**src/rtl/alu_issue_stage.sv**
```systemverilog
// rtl/alu_issue_stage.sv - ALU decode/issue stage with operand forwarding and output handshake
//
// Decodes one MIPS instruction into ALU controls, forwards a same-cycle write-back
// onto the source operands and holds the result in an output register under a
// valid/ready handshake with flush.
//
// Optional feature: define ALU_MUL_EN to decode op 1C / funct 02 (mul) as 4'b1111.
//
// Ports:
//   clk, rst_n                  clock, synchronous active-low reset
//   in_valid / in_ready         input handshake (in_ready is combinational)
//   instr, rs_data, rt_data     instruction and its register-file read data
//   wb_we, wb_addr, wb_data     write-back bus used as forwarding source
//   flush                       drop the held and the incoming instruction
//   out_valid / out_ready       output handshake towards the ALU/EX stage
//   data_a, data_b              ALU operands (forwarded rs / rt)
//   imme, shamt                 raw instruction fields
//   ALUSrc, alu_control         ALU operand-B select and operation code
//   illegal                     issued instruction was undecodable

module alu_issue_stage #(
    parameter int          DATA_W   = 32,
    parameter logic [3:0]  ILL_CODE = 4'b0011
) (
    input  logic              clk,
    input  logic              rst_n,
    input  logic              in_valid,
    output logic              in_ready,
    input  logic [31:0]       instr,
    input  logic [DATA_W-1:0] rs_data,
    input  logic [DATA_W-1:0] rt_data,
    input  logic              wb_we,
    input  logic [4:0]        wb_addr,
    input  logic [DATA_W-1:0] wb_data,
    input  logic              flush,
    output logic              out_valid,
    input  logic              out_ready,
    output logic [DATA_W-1:0] data_a,
    output logic [DATA_W-1:0] data_b,
    output logic [15:0]       imme,
    output logic [4:0]        shamt,
    output logic              ALUSrc,
    output logic [3:0]        alu_control,
    output logic              illegal
);

    logic [5:0] op;
    logic [5:0] funct;
    logic [4:0] rs_addr;
    logic [4:0] rt_addr;

    assign op      = instr[31:26];
    assign funct   = instr[5:0];
    assign rs_addr = instr[25:21];
    assign rt_addr = instr[20:16];

    // Decode
    logic [3:0] dec_ctl;
    logic       dec_src;
    logic       dec_ill;

    always_comb begin
        dec_ctl = ILL_CODE;
        dec_src = 1'b0;
        dec_ill = 1'b1;
        case (op)
            6'h00: begin
                dec_ill = 1'b0;
                case (funct)
                    6'h20, 6'h21: dec_ctl = 4'b0010;
                    6'h22, 6'h23: dec_ctl = 4'b0110;
                    6'h24:        dec_ctl = 4'b0000;
                    6'h25:        dec_ctl = 4'b0001;
                    6'h26:        dec_ctl = 4'b1100;
                    6'h2A:        dec_ctl = 4'b0111;
                    6'h00:        dec_ctl = 4'b1101;
                    6'h02:        dec_ctl = 4'b1110;
                    default: begin
                        dec_ctl = ILL_CODE;
                        dec_ill = 1'b1;
                    end
                endcase
            end
            6'h08, 6'h09, 6'h23, 6'h2B: begin
                dec_ctl = 4'b0010;
                dec_src = 1'b1;
                dec_ill = 1'b0;
            end
            6'h0C: begin
                dec_ctl = 4'b0000;
                dec_src = 1'b1;
                dec_ill = 1'b0;
            end
            6'h0D: begin
                dec_ctl = 4'b0001;
                dec_src = 1'b1;
                dec_ill = 1'b0;
            end
            6'h0E: begin
                dec_ctl = 4'b1100;
                dec_src = 1'b1;
                dec_ill = 1'b0;
            end
            6'h0A: begin
                dec_ctl = 4'b0111;
                dec_src = 1'b1;
                dec_ill = 1'b0;
            end
            // beq compares two registers, so operand B stays rt
            6'h04: begin
                dec_ctl = 4'b0110;
                dec_ill = 1'b0;
            end
`ifdef ALU_MUL_EN
            6'h1C: begin
                if (funct == 6'h02) begin
                    dec_ctl = 4'b1111;
                    dec_ill = 1'b0;
                end
            end
`endif
            default: begin
                dec_ctl = ILL_CODE;
                dec_ill = 1'b1;
            end
        endcase
    end

    // Forwarding: register 0 is hard-wired zero and never takes write-back data
    logic [DATA_W-1:0] fwd_a;
    logic [DATA_W-1:0] fwd_b;

    always_comb begin
        fwd_a = rs_data;
        fwd_b = rt_data;
        if (wb_we && (wb_addr != 5'd0) && (wb_addr == rs_addr)) begin
            fwd_a = wb_data;
        end
        if (wb_we && (wb_addr != 5'd0) && (wb_addr == rt_addr)) begin
            fwd_b = wb_data;
        end
    end

    // Output register and handshake
    logic              out_valid_q,   out_valid_d;
    logic              illegal_q,     illegal_d;
    logic [3:0]        alu_control_q, alu_control_d;
    logic              alu_src_q,     alu_src_d;
    logic [DATA_W-1:0] data_a_q,      data_a_d;
    logic [DATA_W-1:0] data_b_q,      data_b_d;
    logic [15:0]       imme_q,        imme_d;
    logic [4:0]        shamt_q,       shamt_d;
    logic              accept;

    assign in_ready = !out_valid_q || out_ready;
    assign accept   = in_valid && in_ready && !flush;

    always_comb begin
        out_valid_d   = out_valid_q;
        illegal_d     = illegal_q;
        alu_control_d = alu_control_q;
        alu_src_d     = alu_src_q;
        data_a_d      = data_a_q;
        data_b_d      = data_b_q;
        imme_d        = imme_q;
        shamt_d       = shamt_q;
        if (flush) begin
            // flush only invalidates; payload registers keep their last value
            out_valid_d = 1'b0;
        end else if (accept) begin
            out_valid_d   = 1'b1;
            illegal_d     = dec_ill;
            alu_control_d = dec_ctl;
            alu_src_d     = dec_src;
            data_a_d      = fwd_a;
            data_b_d      = fwd_b;
            imme_d        = instr[15:0];
            shamt_d       = instr[10:6];
        end else if (out_valid_q && out_ready) begin
            out_valid_d = 1'b0;
        end
    end

    always_ff @(posedge clk) begin
        if (!rst_n) begin
            out_valid_q   <= 1'b0;
            illegal_q     <= 1'b0;
            alu_control_q <= ILL_CODE;
            alu_src_q     <= 1'b0;
            data_a_q      <= '0;
            data_b_q      <= '0;
            imme_q        <= '0;
            shamt_q       <= '0;
        end else begin
            out_valid_q   <= out_valid_d;
            illegal_q     <= illegal_d;
            alu_control_q <= alu_control_d;
            alu_src_q     <= alu_src_d;
            data_a_q      <= data_a_d;
            data_b_q      <= data_b_d;
            imme_q        <= imme_d;
            shamt_q       <= shamt_d;
        end
    end

    assign out_valid   = out_valid_q;
    assign illegal     = illegal_q;
    assign alu_control = alu_control_q;
    assign ALUSrc      = alu_src_q;
    assign data_a      = data_a_q;
    assign data_b      = data_b_q;
    assign imme        = imme_q;
    assign shamt       = shamt_q;

endmodule

```
**config.mk**
```make
export PLATFORM = sky130hd
export DESIGN_NAME = alu_issue_stage
export DESIGN_NICKNAME = d
export VERILOG_FILES = /design/src/rtl/alu_issue_stage.sv
export SDC_FILE = /design/constraint.sdc
export NUM_CORES = 1
export LEC_CHECK = 0
export ABC_AREA = 0
export BUFFER_PORTS_ARGS = -buffer_cell sky130_fd_sc_hd__buf_2
export CAP_MARGIN = 20
export CORE_MARGIN = 2
export CORE_UTILIZATION = 48
export DETAILED_ROUTE_END_ITERATION = 6
export GPL_TIMING_DRIVEN = 0
export PLACE_DENSITY_LB_ADDON = 0.08
export REMOVE_ABC_BUFFERS = 1
export SYNTH_ARGS = -nofsm -noshare
export SYNTH_HDL_FRONTEND = slang
export SYNTH_SLANG_ARGS = --single-unit
```
**constraint.sdc**
```tcl
create_clock -name clk -period 4.45 [get_ports clk]
set_input_delay 0.2225 -clock clk [delete_from_list [all_inputs] [get_ports clk]]
set_output_delay 0.2225 -clock clk [all_outputs]
set_load 0.005 [all_outputs]
```
# Yosys cells after proc, flatten, opt, wreduce, memory -nomap -nowiden
# Index checks and enable logic that the tools add are counted.
# W data, S select, Z words.
# totals
word_cells,60
reg_bits,92
# op_classes
n_bitwise,2
muxes,9
eq_ne,20
n_reduce_logical,21
# ops
cell,count
$mux W32,2
$eq A6 B6 Y1 const B,10
$eq A6 B4 Y1 const B,6
$pmux W4 S8,1
$pmux W4 S7,1
$logic_not A6 Y1,2
$eq A5 B5 Y1,2
$reduce_or A10 Y1,1
$reduce_or A9 Y1,1
$reduce_or A8 Y1,1
$eq A6 B2 Y1 const B,1
$eq A6 B3 Y1 const B,1
$logic_and A1 B1 Y1,6
$reduce_or A2 Y1,3
$reduce_bool A5 Y1,1
$mux W1,4
$reduce_or A4 Y1,1
$logic_not A1 Y1,2
$not A1 Y1,2
$pmux W1 S2,1
$reduce_and A2 Y1,1
$reduce_bool A2 Y1,1
$logic_or A1 B1 Y1,1

# Longest topological paths before layout
# depth
depth_word,5
mapped_depth,6
ltp_nobuf,6

# Worst setup path after synthesis
# No wires, ideal clock.
# synth_timing
path_kind,input port to flip-flop
from,in instr[26]
to,reg alu_control_q[1] (netlist: alu_control[1])
slack_ps,2825
arrival_ps,1558
t_required_ps,4383
path_stages,6
path_buffers,1
setup_ps,67
path_cell_list,buf_6 > or4_4 > or4_4 > nor3_2 > a211oi_1 > o21ai_2
# synth_via
elab_chain_len,3
elab_cells_between_ends,12
# synth_rtl
item,line,source
start: declaration,29,"input logic [31:0] instr,"
$eq A6 B4 Y1 / $eq A6 B6 Y1 (equally long branches),66,case (op)
$reduce_or A4 Y1,66,
$pmux W4 S7 *,66,
end signal: assignment,197,alu_control_q <= alu_control_d;
end: declaration,147,"logic [3:0] alu_control_q, alu_control_d;"
# Every way passes the cells marked *; elsewhere a longest branch is shown, timed or not.
# A chain may end at the register's enable or synchronous reset.

# Final worst setup path
# layout_timing
from,reg out_valid_q (netlist: out_valid)
to,reg alu_control_q[1] (netlist: alu_control[1])
# layout_via
elab_chain_len,5
# layout_rtl
item,line,source
start: declaration,145,"logic out_valid_q, out_valid_d;"
start signal: assignment,195,out_valid_q <= out_valid_d;
$logic_not A1 Y1,155,assign in_ready = !out_valid_q || out_ready;
$logic_or A1 B1 Y1,155,
$logic_and A1 B1 Y1 (2 in a row),156,assign accept = in_valid && in_ready && !flush;
$reduce_and A2 Y1 (no line),--,
# No other way between the ends.

==> results.txt <==
In this design, the largest share of critical-path delay is due to compound AO/OA/AOI/OAI gates. The remaining global-route overflow came out at 0. After filler insertion, the fill cell instance count of the layout stands at 717. The total detailed-routing wirelength came out at 11.4 mm. The first TritonRoute pass finished after 4 iterations. Buffers added to address setup during post-CTS repair amount to 0. Summed over all nets, the half-perimeter wirelength after detailed placement is 8.83 mm. For the number of diodes, the log shows 0. The startpoint identified for the worst register-to-register timing path is out_valid. The worst path meets setup with 2.26 ns of slack. The hold violation total from the final report is 0. For this run, the top clock speed supported by timing is 0.456 GHz.

Registers take 0.00174 mm^2. The tools report the initial antenna violation count as 0. The buffer type at the clock tree root was clkbuf_8.

The max-cap check violation count is 0, and the met1 wire length is 4.58 mm. The run gives 0.175 mV as the maximum ir drop on the vdd rail. The detailed-route vias per instance is 5.25.

Summing every instance area after synthesis gives 0.00412 mm^2. Wire segments on met3 add up to 1.00 mm in the final route. The fraction of layout instances using a drive strength above 1 is 0.393, and the via count is 4094.

Dividing the detail-routed wire length by the instance count gives 14.6 um. Startpoint of the most critical setup path: out_valid. Kind of path behind the tightest hold check: input pin to flip-flop.

Category of the most critical setup path: flip-flop to flip-flop. The initialized floorplan defines 33 standard-cell rows. The final period utilization is 0.492, and the share of flip-flops with an asynchronous set or reset is 0.

The logs give 0 for the final max-slew violation count and 0 for the number of warnings reported in the yosys synthesis log. Relative to the synthesized area, the layout overhead comes to 36.0%. The number of hold buffers added after CTS was 0. The H-tree was split into 3 levels. Fraction of the yosys area taken by sequential cells: 0.423.

In the final layout, the multi-input gates occupy 0.00212 mm^2. Total power for the finished layout comes to 1.79 mW. The critical path's largest stage delay was 0.58 ns. Setup violations remaining at the end of the flow were counted as 0. Setup repair after global routing left no endpoint under its margin. Walking the worst path, the cells encountered are nor2b_1 -> inv_1 -> nand3b_1 -> a2111o_1 -> a211oi_1 -> o21ai_2. Antenna violation net count after detailed routing: 0. The endpoint required time on the critical path is 4.68 ns. The flow ran to the end, and the final reports show no timing, DRC or antenna violations.

The maximum fanout along the worst path was 18. At the worst endpoint, the arrival time is 2.42 ns. After detailed placement, the design holds a cell count of 764. Clock tree synthesis inserted a total of 9 buffers.

CTS saw 87 sinks. After clock tree synthesis, the repair step resized 0 gates. The cell taking the most area after synthesis is dfxtp_1. In this run, synthesis inferred 0 flip-flops with an integrated enable. The global-route wire length before repair came out at 18.7 mm.

Die boundary width: 96.6 um. TritonCTS built the clock tree. The slew of the pin with the lowest slew margin is 0.722 ns. Among all cell types in the netlist, the one instantiated most often is dfxtp_1. In this run, synthesis produced a sequential element count of 87. Dividing total power by cell area gives a power density of 321 mW/mm^2. Dividing the synthesized area by the synthesized cell count gives 8.95 um^2. The uppermost layer routed was met4. The tools report the launch instance of the worst min-delay path as flush.

By area the synthesized netlist is led by dfxtp_1, mux2i_1, a21oi_1. For the final routed database, the setup TNS stands at 0 ns. The via count of the first global-routing pass was 3890; the routability congestion estimate was 0.837.

For the met2 wirelength from detailed routing, the log shows 5.55 mm. The register clock-pin slew on the reported worst setup and hold paths works out to 0.09 ns. The core region is 0.00826 mm^2. The post-synthesis instance total was 460; the maximum number of pins on one net before global-route repair was 47. For this design the static power due to leakage is 2.49 nW. The later pin in the worst-skew pair is clocked with a latency of 0.34 ns. On the final layout, the worst clock skew is 0.00951 ns. By count the netlist is led by dfxtp_1, a21oi_1, o21ai_0. Initial detailed-routing violation count: 137.

STA classifies the critical path endpoint as a flip-flop. The count of nets after finishing was 809. Dominant synthesized flop cell: dfxtp_1. 232 I/O pins were placed. The number of input and output port buffers inserted is 231, and the global router's overall resource usage is 0.240.

The tools report the element type at the critical path start as a flip-flop. For the worst max-slew margin expressed relative to the limit, the log shows 0.517. The area of the die was 0.00933 mm^2. Cell with the largest stage delay on the worst path: a2111o_1. The total DRC errors in the routed layout is 0.

The minimum clock period works out to 2.19 ns. The pre-CTS setup slack was 2.22 ns; the number of buffers on the longest clock path was 2. The die outline height was 96.6 um; the initial core utilization was 0.498. The sum of buffers and inverters on the critical path was 1; the number of library cell types mapped by synthesis was 42.

The top-area cell type share of the netlist area was 0.423. Once layout is complete, the cells apart from fillers number 780.
==> through the flow <==
stage / hold slack, ns / utilization / area [um^2]
4_1_cts: 0.0773 / 0.678 / 5600
2_1_floorplan: 0.282 / - / 3880
3_5_place_dp: 0.452 / 0.649 / 5360
3_3_place_gp: 0.421 / 0.625 / 5160
6_report: 0.0928 / 0.678 / 5600
5_1_grt: 0.0738 / 0.678 / 5600
==> placed cells by master, fill, tap and decap left out, types with 3 or more instances in the layout <==
master     count
a21boi_0      17
nor2b_1        5
a211oi_1       3
bufinv_16      3
xnor2_1        6
o21ai_0       67
nand2_1       38
nor3_1         3
buf_6          5
nand3_1        5
clkbuf_8       9
a21oi_1       69
inv_1          5
dfxtp_1       87
nor2_1         9
buf_2        231
xor2_1         4
mux2i_1       65
buf_8          4
==> state kept, by name, summed over array words and instances (netlist names) <==
signal       flops
imme            16
data_b          32
data_a          32
ALUSrc           1
alu_control      4
illegal          1
out_valid        1
==> area by class of cell <==
type	count	area share
Inverter	5	0.00335
Clock inverter	5	0.0190
Sequential cell	87	0.311
Clock buffer	11	0.0235
Timing Repair Buffer	243	0.241
Multi-Input combinational cell	324	0.379
Tap cell	105	0.0235
==> where the power goes <==
| group | switching [mW] | internal (mW) | total, mW |
|---|---|---|---|
| sequential | 0.0221 | 0.828 | 0.850 |
| clock | 0.275 | 0.375 | 0.650 |
| combinational | 0.149 | 0.146 | 0.295 |
| total | 0.447 | 1.35 | 1.79 |
==> layer usage <==
metal	GRT usage	vias up
met3	0.0853	21
met5	0	-
met1	0.285	1845
met4	0.0737	0
li1	-	2062
met2	0.407	166
==> worst register-to-register path: cells and delay by family (launching register included) <==
family	cells	cell delay, ns
AOI/OAI and AO/OA	3	1.02
and+or+nand+nor	2	0.67
DFF	1	0.31
buffers and inverters	1	0.08
==> worst paths after layout <==
path / end / slack [ns] / cells after the start
setup / recovery: alu_control[1] / 2.26 / 6
hold / removal: out_valid / 0.09 / 2
setup reg to reg: alu_control[1] / 2.26 / 6
hold reg to reg: imme[3] / 0.46 / 2
==> cell families after synthesis <==
logic type | after synthesis | share of synthesized area
mux | 65 | 0.158
xor+xnor | 10 | 0.0213
buf+inv | 49 | 0.0629
compound gates | 172 | 0.233
simple gates | 77 | 0.101
flops | 87 | 0.423
(Power assumes the default switching activity.)
